File: src/rtl/pipeline_pkg.sv
// Shared types and constants for the instruction-fetch stage.
// The INT_HI/INT_LO states only exist when FETCH_INT_EN is defined.
package pipeline_pkg;

  localparam logic [15:0] NOP_WORD        = 16'h0000;
  localparam logic [4:0]  INT_OPC         = 5'b11111;
  localparam logic [2:0]  TWO_WORD_PREFIX = 3'b110;
  localparam int unsigned RESET_VEC_ADDR  = 0;
  localparam int unsigned INT_VEC_ADDR    = 2;

  typedef enum logic [2:0] {
    RST_HI = 3'd0,
    RST_LO = 3'd1,
    RUN    = 3'd2,
`ifdef FETCH_INT_EN
    IMM    = 3'd3,
    INT_HI = 3'd4,
    INT_LO = 3'd5
`else
    IMM    = 3'd3
`endif
  } state_t;

  typedef enum logic [2:0] {
    PC_HOLD    = 3'd0,
    PC_INC     = 3'd1,
    PC_LOAD_HI = 3'd2,
    PC_LOAD_LO = 3'd3,
    PC_JMP     = 3'd4,
    PC_POP     = 3'd5
  } pc_op_t;

  function automatic logic is_two_word(input logic [15:0] word);
    return word[15:13] == TWO_WORD_PREFIX;
  endfunction

endpackage

File: src/rtl/fetch_stage_if.sv
// Fetch-stage bus: instruction memory, decode/memory-stage controls and the IF/ID register.
// master = fetch stage, slave = surrounding pipeline; state is the FSM state for observation.
interface fetch_stage_if #(
  parameter int WIDTH = 16,
  parameter int PC_W  = 32
);
  import pipeline_pkg::*;

  logic [PC_W-1:0]  imem_addr;
  logic [WIDTH-1:0] imem_data;
  logic             stall;
  logic             branch_taken;
  logic [PC_W-1:0]  pc_jmp;
  logic             pop_pc1;
  logic             pop_pc2;
  logic [WIDTH-1:0] pop_data;
  logic             interrupt;
  logic             int_ack;
  logic [WIDTH-1:0] instruction;
  logic [WIDTH-1:0] imm;
  logic [PC_W-1:0]  pc_next;
  logic             valid;
  state_t           state;

  // No handshake back-pressure: valid marks a real instruction in IF/ID and
  // stall freezes the stage; there is no ready signal in either direction.
  modport master (
    output imem_addr, int_ack, instruction, imm, pc_next, valid, state,
    input  imem_data, stall, branch_taken, pc_jmp, pop_pc1, pop_pc2, pop_data, interrupt
  );

  modport slave (
    input  imem_addr, int_ack, instruction, imm, pc_next, valid, state,
    output imem_data, stall, branch_taken, pc_jmp, pop_pc1, pop_pc2, pop_data, interrupt
  );

endinterface

File: src/rtl/fetch_stage_pc_reg.sv
// Program counter with next-PC mux, wrapping increment and return-address high-half staging.
// Assumes PC_W == 2*WIDTH so a PC is exactly two instruction words.
module pc_reg
  import pipeline_pkg::*;
#(
  parameter int WIDTH = 16,
  parameter int PC_W  = 32
) (
  input  logic             clk,
  input  logic             rst,
  input  pc_op_t           pc_op,
  input  logic [WIDTH-1:0] load_word,
  input  logic [PC_W-1:0]  jmp_target,
  input  logic             pop_pc1,
  input  logic [WIDTH-1:0] pop_data,
  output logic [PC_W-1:0]  pc,
  output logic [PC_W-1:0]  pc_plus1
);

  logic [WIDTH-1:0] hi_q;
  logic [PC_W-1:0]  pc_d;

  assign pc_plus1 = pc + PC_W'(1);

  always_comb begin
    pc_d = pc;
    case (pc_op)
      PC_INC:     pc_d = pc_plus1;
      PC_LOAD_HI: pc_d = {load_word, pc[PC_W-WIDTH-1:0]};
      PC_LOAD_LO: pc_d = {pc[PC_W-1:WIDTH], load_word};
      PC_JMP:     pc_d = jmp_target;
      PC_POP:     pc_d = {hi_q, pop_data};
      default:    pc_d = pc;
    endcase
  end

  // hi_q captures the return-PC high half regardless of stall.
  always_ff @(posedge clk or posedge rst) begin
    if (rst) begin
      pc   <= '0;
      hi_q <= '0;
    end else begin
      pc <= pc_d;
      if (pop_pc1) hi_q <= pop_data;
    end
  end

endmodule

File: src/rtl/fetch_stage.sv
// Instruction-fetch stage: reset-vector load, two-word assembly, redirects and the IF/ID register.
// Define FETCH_INT_EN to build the interrupt pseudo-instruction path (INT_HI/INT_LO, int_ack).
module fetch_stage
  import pipeline_pkg::*;
#(
  parameter int WIDTH = 16,
  parameter int PC_W  = 32
) (
  input logic         clk,
  input logic         rst,
  fetch_stage_if.master bus
);

  localparam logic [WIDTH-1:0] INT_WORD = {INT_OPC, {(WIDTH-5){1'b0}}};

  state_t           state_q, state_d;
  pc_op_t           pc_op;
  logic [PC_W-1:0]  pc, pc_plus1;
  logic [WIDTH-1:0] first_q, first_d;
  logic [WIDTH-1:0] ins_q, ins_d, imm_q, imm_d;
  logic [PC_W-1:0]  pcn_q, pcn_d;
  logic             valid_q, valid_d, ack_q, ack_d;
  logic             bubble;

  pc_reg #(.WIDTH(WIDTH), .PC_W(PC_W)) u_pc_reg (
    .clk        (clk),
    .rst        (rst),
    .pc_op      (pc_op),
    .load_word  (bus.imem_data),
    .jmp_target (bus.pc_jmp),
    .pop_pc1    (bus.pop_pc1),
    .pop_data   (bus.pop_data),
    .pc         (pc),
    .pc_plus1   (pc_plus1)
  );

  always_comb begin
    bus.imem_addr = pc;
    case (state_q)
      RST_HI: bus.imem_addr = PC_W'(RESET_VEC_ADDR);
      RST_LO: bus.imem_addr = PC_W'(RESET_VEC_ADDR + 1);
`ifdef FETCH_INT_EN
      INT_HI: bus.imem_addr = PC_W'(INT_VEC_ADDR);
      INT_LO: bus.imem_addr = PC_W'(INT_VEC_ADDR + 1);
`endif
      default: bus.imem_addr = pc;
    endcase
  end

  always_comb begin
    state_d = state_q;
    pc_op   = PC_HOLD;
    first_d = first_q;
    ins_d   = ins_q;
    imm_d   = imm_q;
    pcn_d   = pcn_q;
    valid_d = valid_q;
    ack_d   = ack_q;
    bubble  = 1'b0;
    if (state_q == RST_HI || state_q == RST_LO) begin
      pc_op   = (state_q == RST_HI) ? PC_LOAD_HI : PC_LOAD_LO;
      state_d = (state_q == RST_HI) ? RST_LO : RUN;
      bubble  = 1'b1;
    end else if (bus.pop_pc2 || bus.branch_taken) begin
      // A redirect beats stall and abandons any half-assembled instruction.
      pc_op   = bus.pop_pc2 ? PC_POP : PC_JMP;
      state_d = RUN;
      bubble  = 1'b1;
    end else if (!bus.stall) begin
      case (state_q)
        RUN: begin
`ifdef FETCH_INT_EN
          if (bus.interrupt) begin
            ins_d   = INT_WORD;
            imm_d   = '0;
            pcn_d   = pc;
            valid_d = 1'b1;
            ack_d   = 1'b1;
            state_d = INT_HI;
          end else
`endif
          if (is_two_word(bus.imem_data)) begin
            first_d = bus.imem_data;
            pc_op   = PC_INC;
            state_d = IMM;
            bubble  = 1'b1;
          end else begin
            ins_d   = bus.imem_data;
            imm_d   = '0;
            pcn_d   = pc_plus1;
            valid_d = 1'b1;
            ack_d   = 1'b0;
            pc_op   = PC_INC;
          end
        end
        IMM: begin
          ins_d   = first_q;
          imm_d   = bus.imem_data;
          pcn_d   = pc_plus1;
          valid_d = 1'b1;
          ack_d   = 1'b0;
          pc_op   = PC_INC;
          state_d = RUN;
        end
`ifdef FETCH_INT_EN
        INT_HI: begin
          pc_op   = PC_LOAD_HI;
          state_d = INT_LO;
          bubble  = 1'b1;
        end
        INT_LO: begin
          pc_op   = PC_LOAD_LO;
          state_d = RUN;
          bubble  = 1'b1;
        end
`endif
        default: state_d = state_q;
      endcase
    end
    if (bubble) begin
      ins_d   = NOP_WORD;
      imm_d   = '0;
      pcn_d   = '0;
      valid_d = 1'b0;
      ack_d   = 1'b0;
    end
  end

  always_ff @(posedge clk or posedge rst) begin
    if (rst) begin
      state_q <= RST_HI;
      first_q <= '0;
      ins_q   <= '0;
      imm_q   <= '0;
      pcn_q   <= '0;
      valid_q <= 1'b0;
      ack_q   <= 1'b0;
    end else begin
      state_q <= state_d;
      first_q <= first_d;
      ins_q   <= ins_d;
      imm_q   <= imm_d;
      pcn_q   <= pcn_d;
      valid_q <= valid_d;
      ack_q   <= ack_d;
    end
  end

`ifndef FETCH_INT_EN
  logic unused_interrupt;
  assign unused_interrupt = bus.interrupt;
`endif

  assign bus.instruction = ins_q;
  assign bus.imm         = imm_q;
  assign bus.pc_next     = pcn_q;
  assign bus.valid       = valid_q;
  assign bus.int_ack     = ack_q;
  assign bus.state       = state_q;

endmodule
File: src/flat_wrapper.sv
// flat-port wrapper written by rule: the top's interface ports become plain ports
module fetch_stage_flat import pipeline_pkg::*;
#(
  parameter int WIDTH = 16,
  parameter int PC_W  = 32
)
  (clk, rst, bus_imem_addr, bus_int_ack, bus_instruction, bus_imm, bus_pc_next, bus_valid, bus_state, bus_imem_data, bus_stall, bus_branch_taken, bus_pc_jmp, bus_pop_pc1, bus_pop_pc2, bus_pop_data, bus_interrupt);
  fetch_stage_if #(.WIDTH(WIDTH), .PC_W(PC_W)) bus_i ();
  input logic clk;
  input logic rst;
  output wire logic [$bits(bus_i.imem_addr)-1:0] bus_imem_addr;
  output wire logic [$bits(bus_i.int_ack)-1:0] bus_int_ack;
  output wire logic [$bits(bus_i.instruction)-1:0] bus_instruction;
  output wire logic [$bits(bus_i.imm)-1:0] bus_imm;
  output wire logic [$bits(bus_i.pc_next)-1:0] bus_pc_next;
  output wire logic [$bits(bus_i.valid)-1:0] bus_valid;
  output wire logic [$bits(bus_i.state)-1:0] bus_state;
  input wire logic [$bits(bus_i.imem_data)-1:0] bus_imem_data;
  input wire logic [$bits(bus_i.stall)-1:0] bus_stall;
  input wire logic [$bits(bus_i.branch_taken)-1:0] bus_branch_taken;
  input wire logic [$bits(bus_i.pc_jmp)-1:0] bus_pc_jmp;
  input wire logic [$bits(bus_i.pop_pc1)-1:0] bus_pop_pc1;
  input wire logic [$bits(bus_i.pop_pc2)-1:0] bus_pop_pc2;
  input wire logic [$bits(bus_i.pop_data)-1:0] bus_pop_data;
  input wire logic [$bits(bus_i.interrupt)-1:0] bus_interrupt;
  assign bus_imem_addr = bus_i.imem_addr;
  assign bus_int_ack = bus_i.int_ack;
  assign bus_instruction = bus_i.instruction;
  assign bus_imm = bus_i.imm;
  assign bus_pc_next = bus_i.pc_next;
  assign bus_valid = bus_i.valid;
  assign bus_state = bus_i.state;
  assign bus_i.imem_data = bus_imem_data;
  assign bus_i.stall = bus_stall;
  assign bus_i.branch_taken = bus_branch_taken;
  assign bus_i.pc_jmp = bus_pc_jmp;
  assign bus_i.pop_pc1 = bus_pop_pc1;
  assign bus_i.pop_pc2 = bus_pop_pc2;
  assign bus_i.pop_data = bus_pop_data;
  assign bus_i.interrupt = bus_interrupt;
  fetch_stage #(.WIDTH(WIDTH), .PC_W(PC_W)) u_core (.clk(clk), .rst(rst), .bus(bus_i));
endmodule
File: config.mk
export PLATFORM = sky130hd
export DESIGN_NAME = fetch_stage_flat
export DESIGN_NICKNAME = d
export VERILOG_FILES = /design/src/rtl/pipeline_pkg.sv /design/src/rtl/fetch_stage_if.sv /design/src/rtl/fetch_stage_pc_reg.sv /design/src/rtl/fetch_stage.sv /design/src/flat_wrapper.sv
export SDC_FILE = /design/constraint.sdc
export NUM_CORES = 1
export LEC_CHECK = 0
export BUFFER_PORTS_ARGS = -buffer_cell sky130_fd_sc_hd__buf_2
export CELL_PAD_IN_SITES_DETAIL_PLACEMENT = 0
export CELL_PAD_IN_SITES_GLOBAL_PLACEMENT = 1
export CORE_MARGIN = 1
export CORE_UTILIZATION = 41
export DETAILED_ROUTE_END_ITERATION = 10
export HOLD_SLACK_MARGIN = 0.15
export PLACE_DENSITY_LB_ADDON = 0.1
export SETUP_SLACK_MARGIN = 0.3
export SKIP_LAST_GASP = 1
export SLEW_MARGIN = 20
export SYNTH_ARGS = -nofsm -noshare
export SYNTH_HDL_FRONTEND = slang
export SYNTH_SLANG_ARGS = --single-unit
File: constraint.sdc
create_clock -name clk -period 4.7 [get_ports clk]
set_input_delay 0.47 -clock clk [delete_from_list [all_inputs] [get_ports clk]]
set_output_delay 0.47 -clock clk [all_outputs]
set_load 0.05 [all_outputs]
==> impl_metrics.json <==
{
  "status": "completed",
  "r2r_slack_ns": 1.58,
  "core_um2": 16100,
  "crit_type": "reg -> reg",
  "yosys_warnings": 0,
  "cp_max_fo": 48,
  "fin_crit_sh_pct": 66.5,
  "min_to": "u_core.u_pc_reg.hi_q[4]",
  "dr.pass1.iters": 6,
  "slew_viol_final": 0,
  "min-delay-start": "bus_pop_data[4]",
  "areaGrowthSynthToFinish_pct": 20.9,
  "ant_nets": 0,
  "synth_compound_area_share_pct": 19.2,
  "yosys.area_share.simple_pct": 16.3,
  "synth.mux.area_fraction_pct": 7.10,
  "seqPwrFrac_pct": 41.2,
  "clkPwrFrac_pct": 39.6,
  "hold_depth": 2,
  "final_cell_mix": "buf_2 (168), dfrtp_1 (131), nand2_1 (97)",
  "startpoint_type": "register",
  "synth_fa_ha_area_share_pct": 0.183,
  "power_switching_share_pct": 31.4,
  "die-area_um2": 17200,
  "grt_setup_unrepaired": "no",
  "multi_input_area_um2": 3220,
  "vias": 6067,
  "internal-power_mw": 2.21,
  "detail_route.wl_per_cell_um": 21.3,
  "drc_errors": 0,
  "globalplace.congestion": 0.893,
  "combPwrFrac_pct": 19.2,
  "power.switching_mw": 1.02,
  "overflow": 0,
  "grtUsageTotal_pct": 26.1,
  "maxCapViolCount": 0,
  "drt-total-wl_um": 22200,
  "reg2reg_depth": 5,
  "slew_headroom_pct": 26.1,
  "clk_pin_slew_ns": 0.06,
  "worstReg2RegEnd": "u_core.bus.pc_next[3]",
  "grt_max_degree": 50,
  "ir_worst_vdd_mv": 0.246,
  "io_pins": 172,
  "synthXorXnorAreaFrac_pct": 3.83,
  "r2r_start": "u_core.bus.state[1]",
  "setup_tns_ns": 0,
  "hold_viol": 0,
  "register_area_um2": 3280,
  "cp.arrival_ns": 3.45,
  "vias_per_cell": 5.81,
  "fin_util_pct": 51.4,
  "cts_made_buffers": 17,
  "clock_path_buffers": 2,
  "start_util_pct": 42.5,
  "htreeDepth": 4,
  "clkSinkCount": 131,
  "p_total_mw": 3.23,
  "synth_seq_area_share_pct": 47.8,
  "fillerInstances": 1529,
  "power.leakage_nw": 3.88,
  "die_h_um": 131,
  "initialDrtViolationCount": 483,
  "clk_latency_ns": 0.42,
  "synth-main-ff-cell": "dfrtp_1",
  "place_inst": 1013,
  "layout_setup_ws_ns": 1.58,
  "post-place-ws_ns": 1.55,
  "period_minus_slack_ns": 3.12,
  "layoutNonFillerInstCount": 1044,
  "synth_edf_count": 0,
  "dp_hpwl_um": 15600,
  "synth_cell_types": 67,
  "tightest_slew_ns": 1.10,
  "worstHoldPathType": "in -> reg",
  "synthCells": 680,
  "setup_viol": 0,
  "ys_async_sr_fraction_pct": 100,
  "slowest_delay_ns": 0.95,
  "required_ns": 5.03,
  "end_kind": "register",
  "finalClockSkew_ns": 0.00864,
  "diodes": 0,
  "mostFrequentLayoutCell": "buf_2",
  "ys_ff_latch": 131,
  "p_per_area_nw_per_um2": 390,
  "dieWidth_um": 131,
  "grt_pass1_vias": 5718,
  "antenna_found_initial": 0,
  "syn_area_um2": 6850,
  "syn_avg_cell_area_um2": 10.1,
  "cts_tree": "done",
  "synth_top_family_by_area": "compound AO/OA/AOI/OAI gates",
  "worstPathCellList": "nor3b_4 -> buf_4 -> nand2b_1 -> or2_2 -> o21ai_0",
  "final_net_count": 889,
  "root_buffer": "clkbuf_16",
  "drive_above_1_share_pct": 30.7,
  "rows": 46,
  "fmax_mhz": 320,
  "grt_pass1_wl_um": 34200,
  "port_buffers": 168,
  "cp_slowest_cell": "dfrtp_1"
}
[through the flow]
| stage | hold WS, ns | cell area (um^2) |
|---|---|---|
| 4_1_cts | 0.280 | 8290 |
| 3_5_place_dp | 0.455 | 7720 |
| 3_3_place_gp | 0.449 | 7720 |
| 6_report | 0.298 | 8290 |
| 2_1_floorplan | 0.434 | 6860 |
| 5_1_grt | 0.293 | 8290 |
[routing by layer]
layer  GRT usage (%)  vias up  part of all wire (%)
li1                -     2741                     -
met1            37.1     3010                    46
met2            39.5      289                    45
met3            5.36       27                   6.9
met4            8.53        0                   1.9
met5               0        -                     0
[critical path, delay by kind of cell, from the launching register on]
family	cells	cell delay [ns]
AO/OA/AOI/OAI	1	0.31
AND/OR/NAND/NOR	3	1.31
flip-flops	1	0.95
buffers and inverters	1	0.44
[how the worst max path moves through the flow]
| stage | startpoint | to | cells past startpoint |
|---|---|---|---|
| finish | u_core.bus.state[1] | u_core.bus.pc_next[3] | 5 |
| detailed placement | u_core.bus.state[1] | u_core.bus.pc_next[3] | 5 |
| floorplan | rst | u_core.bus.imm[0] | 1 |
| CTS | u_core.bus.state[1] | u_core.bus.pc_next[3] | 5 |
| global route | u_core.bus.state[1] | u_core.bus.pc_next[26] | 5 |
| global placement | u_core.bus.state[1] | u_core.bus.pc_next[21] | 5 |
[cells by family (layout without fill, tap and decap cells)]
logic type,after synthesis,count (layout)
multiplexers,45,45
buffers and inverters,71,218
other,1,2
XOR/XNOR,30,30
AO/OA/AOI/OAI,186,186
adder cells (fa/ha/maj),1,1
flip-flops,131,131
AND/OR/NAND/NOR,215,215
[area by class of cell]
cell class / instances / area share, %
Clock buffer: 20 / 5.39
Inverter: 9 / 0.438
Tap cell: 216 / 3.26
Timing Repair Buffer: 179 / 11.2
Clock inverter: 10 / 1.34
Sequential cell: 131 / 39.6
Multi-Input combinational cell: 479 / 38.8
[repair_timing]
action / CTS / global route
endpoints found under the hold margin: 43 / 0
buffers inserted: 0 / 0
resized for setup: 0 / 0
hold buffers: 1 / 0
[cells in the mapped netlist (3+ instances only)]
cell | number | area share, %
a21oi_1 | 20 | 1.5
a221o_1 | 4 | 0.58
a221oi_1 | 4 | 0.51
a222oi_1 | 12 | 1.8
a22o_1 | 19 | 2.4
a2bb2oi_1 | 10 | 1.3
a31oi_1 | 4 | 0.37
a32oi_1 | 4 | 0.51
and2_1 | 35 | 3.2
and3_1 | 4 | 0.37
and4_1 | 3 | 0.38
buf_1 | 7 | 0.38
buf_2 | 3 | 0.22
buf_4 | 5 | 0.55
clkbuf_1 | 38 | 2.1
clkbuf_8 | 5 | 1.0
dfrtp_1 | 131 | 48
inv_1 | 9 | 0.49
mux2_2 | 29 | 4.8
mux2i_1 | 16 | 2.3
nand2_1 | 97 | 5.3
nand2b_1 | 5 | 0.46
nand3_1 | 12 | 0.88
nand4_1 | 14 | 1.3
nor2_1 | 20 | 1.1
nor4_1 | 4 | 0.37
o211ai_1 | 3 | 0.33
o21a_1 | 4 | 0.44
o21ai_0 | 60 | 4.4
o221ai_1 | 14 | 1.8
o22a_1 | 7 | 0.89
o22ai_1 | 4 | 0.37
o31a_1 | 3 | 0.38
o31ai_1 | 3 | 0.33
or2_2 | 3 | 0.27
xnor2_1 | 16 | 2.0
xor2_1 | 14 | 1.8
[power by group through the flow]
stage               Sequential (mW)  Clock (mW)  Combinational (mW)
global placement               1.34           0               0.611
finish                         1.33        1.28               0.621
global route                   1.35        1.35               0.660
floorplan                      1.35           0               0.440
CTS                            1.33        1.30               0.623
detailed placement             1.35           0               0.621
Note: power is estimated with default switching activity, not from simulation.
